## src/rtl/scan_decoder.sv

```systemverilog
// scan_decoder: registered N-to-2**N one-hot decoder with direct-select and
// auto-scan modes. In scan mode each index is held for DWELL cycles and a
// one-cycle wrap pulse marks the 2**N-1 -> 0 rollover.
module scan_decoder #(
  parameter int N     = 4,
  parameter int DWELL = 4
) (
  input  logic             clk,
  input  logic             rst_n,
  input  logic [N-1:0]     a,
  input  logic             en,
  input  logic             load,
  input  logic             mode,
  output logic [2**N-1:0]  y,
  output logic [N-1:0]     idx,
  output logic             wrap
);

  localparam int              CW       = (DWELL > 1) ? $clog2(DWELL) : 1;
  localparam logic [CW-1:0]   CNT_LAST = CW'(DWELL - 1);

  logic [N-1:0]    idx_q, idx_d;
  logic [CW-1:0]   cnt_q, cnt_d;
  logic [2**N-1:0] y_q,   y_d;
  logic            wrap_q, wrap_d;

  // Next index/dwell count; y is decoded from idx_d so it tracks idx at the same edge.
  always_comb begin
    idx_d  = idx_q;
    cnt_d  = cnt_q;
    wrap_d = 1'b0;
    if (!mode) begin
      cnt_d = '0;
      if (load) idx_d = a;
    end else if (load) begin
      idx_d = a;
      cnt_d = '0;
    end else if (en) begin
      if (cnt_q == CNT_LAST) begin
        cnt_d  = '0;
        idx_d  = idx_q + N'(1);
        wrap_d = (idx_q == '1);
      end else begin
        cnt_d = cnt_q + CW'(1);
      end
    end
    y_d = '0;
    if (en) y_d[idx_d] = 1'b1;
  end

  // State and output registers with synchronous active-low reset.
  always_ff @(posedge clk) begin
    if (!rst_n) begin
      idx_q  <= '0;
      cnt_q  <= '0;
      y_q    <= '0;
      wrap_q <= 1'b0;
    end else begin
      idx_q  <= idx_d;
      cnt_q  <= cnt_d;
      y_q    <= y_d;
      wrap_q <= wrap_d;
    end
  end

  assign y    = y_q;
  assign idx  = idx_q;
  assign wrap = wrap_q;

endmodule

```

## config.mk

```make
export PLATFORM = sky130hd
export DESIGN_NAME = scan_decoder
export DESIGN_NICKNAME = d
export VERILOG_FILES = /design/src/rtl/scan_decoder.sv
export SDC_FILE = /design/constraint.sdc
export NUM_CORES = 1
export LEC_CHECK = 0
export CAP_MARGIN = 20
export CORE_ASPECT_RATIO = 0.8
export CORE_UTILIZATION = 38
export CTS_BUF_LIST = sky130_fd_sc_hd__clkbuf_16
export CTS_CLUSTER_DIAMETER = 60
export CTS_CLUSTER_SIZE = 14
export DETAILED_ROUTE_END_ITERATION = 10
export HOLD_SLACK_MARGIN = 0.12
export PLACE_DENSITY = 0.69
export SLEW_MARGIN = 20
export SYNTH_ARGS = -nofsm -noshare
export SYNTH_HDL_FRONTEND = slang
export SYNTH_SLANG_ARGS = --single-unit
```

## constraint.sdc

```tcl
create_clock -name clk -period 1.6 [get_ports clk]
set_input_delay 0.48 -clock clk [delete_from_list [all_inputs] [get_ports clk]]
set_output_delay 0.48 -clock clk [all_outputs]
set_load 0.005 [all_outputs]
```

# Yosys cells after proc, flatten, opt, wreduce, memory -nomap -nowiden
# Cells that the tools add are included.
# totals
reg_bits	23
out_inout_bits	21
elab_cells	26
# classes
add_sub_neg	2
order_cmp	2
n_eq_ne	2
n_mux	8
bitwise_logic	4
n_reduce_logical	4
# ops
operator	n
two-way mux 4 bit	5
< comparator 4 x 5 -> 1 bit (second input constant)	1
OR reduction 5 bit	1
adder 4 x 1 -> 4 bit (second input constant)	1
demux 1 bit (select 4 bit)	1
== test 4 bit (second input constant)	1
>= comparator 4 x 1 -> 1 bit (second input constant)	1
inverter 1 bit	4
OR reduction 3 bit	1
adder 2 x 1 -> 2 bit (second input constant)	1
== test 2 bit (second input constant)	1
two-way mux 2 bit	1
AND reduction 2 bit	1
logical AND 1 bit	1
two-way mux 1 bit	1

# Longest topological paths before layout
# logic_depth
ltp_word	9
depth_mapped	5

# Worst setup path before layout
# Ideal clock, no wire load.
# synth_path
path_type	input to register
start	input port load
end	register y_q[0], in the netlist y[0]
setup_ps	131
arrival_ps	1290
required_time_ps	1469
setup_slack_ps	179
stages	4
n_path_buf	0
path_cell_list	nand4b_2 o2111a_1 o211ai_2 nor3_1
# synth_via
elab_chain_len	6
# synth_rtl
element	line_no	rtl
from (decl)	12	input logic load,
two-way mux 4 bit, on equally long branches	34, 35	
two-way mux 4 bit (*)	32	if (!mode) begin
< comparator 4 x 5 -> 1 bit (implied by the code) or >= comparator 4 x 1 -> 1 bit (tied branches)	48	if (en) y_d[idx_d] = 1'b1;
logical AND 1 bit (implied by the code)	48	
two-way mux 1 bit (implied by the code)	48	
demux 1 bit (select 4 bit) (*)	48	
to (signal assigned)	61	y_q <= y_d;
to (decl)	24	logic [2**N-1:0] y_q, y_d;
# Every way passes the cells marked *; elsewhere a longest branch is shown, timed or not.
# A chain may end at the register's enable or synchronous reset.

# Final worst setup path
# layout_path
start	register idx_q[0], in the netlist idx[0]
end	output port idx[0]
# layout_rtl
element	line_no	rtl
from (decl)	22	logic [N-1:0] idx_q, idx_d;
from (signal assigned)	59	idx_q <= idx_d;
to (decl)	15	output logic [N-1:0] idx,
# No word-level cell between the ends.

==> flow_summary_export.csv <==
group,metric,value,unit
status,status,"complete, no violations",
power,power.density,819.4,nW/um^2
global_routing,gr-usage-met1,0.2420,
flow_run,drv_cap,0,
global_routing,use_met3,0.04408,
cts,cts_buffers,3,
yosys,synth-seq-cells,23,
routing,routed_wl,2508,um
cts,clk_pin_slew,0.06,ns
yosys,synthTopCellsByArea,"dfxtp_1, nor3_1, mux2i_1, o2bb2ai_2, ha_1",
cells_and_area,fin_nets,148,
critical_path,cp_max_fo,3,
routing,drt_iter0_markers,14,
sta,tns,0,ns
yosys,synth_ff_type,"dfxtp_1",
critical_path,arrival,1.10,ns
worst_hold_path,holdPathStages,2,
cells_and_area,instances_no_fill,170,
place,gp_congestion,0.7565,
die,start_util,0.4237,
critical_path,path_buf_inv,1,
yosys,synth_top_area_cell,"dfxtp_1",
sta,worst_pin_slew,0.3556,ns
yosys,synth_area_per_cell,10.93,sq um
critical_path,crit_type,"register to output pin",
cts,clockBufferDepth,2,
global_routing,grt_pass1_vias,770,
global_routing,grt.busiest_layer,"met2",
global_routing,grt_max_degree,14,
power,p_leak,0.0006723,uW
yosys,syn_nets,99,
sta,grt_setup_unrepaired,"yes",
place,placed_cells,159,
yosys,netlist_area,962.2,sq um
cts,clkLatencyLatePin,0.25,ns
sta,post-route-period-util,0.9846,
global_routing,grt_usage,0.1826,
worst_hold_path,min_from,"cnt_q[0]",
power,ir_drop,652.8,uV
yosys,synth_edf_count,0,
sta,setup_viol,0,
routing,vias_per_cell,4.988,
worst_hold_path,hp-class,"register to register",
cells_and_area,antenna_cells,0,
worst_hold_path,min_to,"cnt_q[0]",
cells_and_area,area_growth,67.75,%
sta,layout_min_cycle_time,1.575,ns
routing,routed-via-count,848,
die,fp.dieH,47.01,um
sta,hold_viol,0,
critical_path,start_kind,"register",
place,dp_hpwl,1641,um
global_routing,use_met2,0.2943,
critical_path,r2r_cells,6,
yosys,seq_area_frac_synth,0.4785,
routing,first_pass_iters,4,
die,rows,15,
critical_path,cp-end-kind,"output pin",
critical_path,r2r_end,"y[15]",
cts,htreeDepth,1,
critical_path,path_cells,"clkdlybuf4s50_1",
cts,cts_sinks,23,
die,coreArea,2271,sq um
routing,wl_per_cell,14.75,um
routing,drc_errors,0,
critical_path,crit_path_top_delay_cell,"clkdlybuf4s50_1",
cells_and_area,drive_gt1_frac,0.3897,
die,die_area,2739,sq um
place,portBuffers,29,
yosys,synthTopCellsByCount,"dfxtp_1, nor3_1, nor2_1",
yosys,synth_cells,88,
yosys,synthArstFlopShare,0,
critical_path,worst-r2r-setup-slack,0.04,ns
global_routing,antenna_found_initial,0,
cts,cts_root_buffer,"clkbuf_16",
cts,cts_tree,"yes",
global_routing,grt_pass1_wl,3650,um
sta,slew_headroom,0.7624,
global_routing,overflow,0,
sta,drv_slew,0,
cts,ctsHoldBuffers,0,
critical_path,critical_path.top_delay_family,"buffers and inverters",
yosys,netlist.area_leader.share,0.4785,
yosys,ys_types,31,
routing,postRouteAntennaNets,0,
sta,max_freq,634.7,MHz
cells_and_area,finalInstanceArea,1614,sq um
yosys,post-synth-top-count-cell,"dfxtp_1",
die,ios,30,
critical_path,slowest_delay,0.49,ns
yosys,yosysWarnings,0,
critical_path,crit_required,1.12,ns
critical_path,timing.rr.start,"idx[0]",
sta,skew,0.001344,ns
die,die_w,58.26,um
place,place_area,1358,sq um
[sequential cells by signal, indices dropped and copies added, names as in the netlist]
name	count
idx	4
cnt_q	2
y	16
wrap	1
[metrics by stage]
| step | total power [uW] | hold slack (ns) | utilization | worst slack [ns] |
|---|---|---|---|---|
| after floorplan | 681.5 | 0.4646 | - | 0.1792 |
| after global placement | 754.9 | 0.4828 | 0.5978 | -0.4316 |
| after detailed placement | 759.1 | 0.4949 | 0.5978 | -0.5060 |
| after CTS | 1308 | 0.5141 | 0.6694 | 0.01686 |
| after global routing | 1357 | 0.5840 | 0.7107 | -0.04532 |
| final | 1322 | 0.5436 | 0.7107 | 0.02457 |
[where the power goes]
group	leakage, uW	switching (uW)	internal, uW	total (uW)
Combinational	0.000443	94.8	93.8	189
Clock	0.0000409	209	336	545
Sequential	0.000189	6.42	583	589
[cell families after synthesis]
kind of cell / share of synthesized area
adder cells (fa/ha/maj): 0.02600
multiplexers: 0.07672
flip-flops: 0.4785
AO/OA/AOI/OAI: 0.1482
AND/OR/NAND/NOR: 0.2406
XOR/XNOR: 0.009104
buffers and inverters: 0.02080
[final cells by class]
cell class	count	area [sq um]
multi-input combinational	62	596.8
fill	173	656.9
clock inverter	1	5.005
timing repair buffer	47	421.7
tap	34	42.54
sequential	23	473.0
clock buffer	3	75.07
[cells in the final DEF (no fill, tap or decap), types with 2 or more instances in the layout]
master,count
dfxtp_4,3
nor3_1,9
dfxtp_1,19
buf_4,18
dlymetal6s2s_1,3
mux2i_1,4
nor3_2,8
clkbuf_2,2
o211ai_4,2
o21ai_2,2
clkbuf_16,3
clkdlybuf4s50_1,23
nor2_1,6
nand3_1,2
nand2_1,5
and2_1,2
[worst max path at each step]
stage | from | endpoint | slack (ns) | depth (start not counted)
after detailed placement | en | y[6] | -0.51 | 5
after floorplan | load | y[0] | 0.18 | 4
after global routing | load | y[3] | -0.05 | 6
final | idx[0] | idx[0] | 0.02 | 1
after CTS | idx[1] | idx[1] | 0.02 | 1
after global placement | en | y[8] | -0.43 | 5
[what timing repair did]
| action | in CTS | in global routing |
|---|---|---|
| pin swaps | 3 | 5 |
| setup buffers | 5 | 2 |
| cloned | 0 | 0 |
| gates resized for setup | 16 | 20 |
| endpoints found under the setup margin | 21 | 17 |
[routing by layer]
layer  vias up  share of wire
met5         -              0
met4         0         0.0076
met3         2          0.030
met2        19           0.48
met1       410           0.48
li1        417              -
No activity file was read; power rests on OpenSTA's default activity.
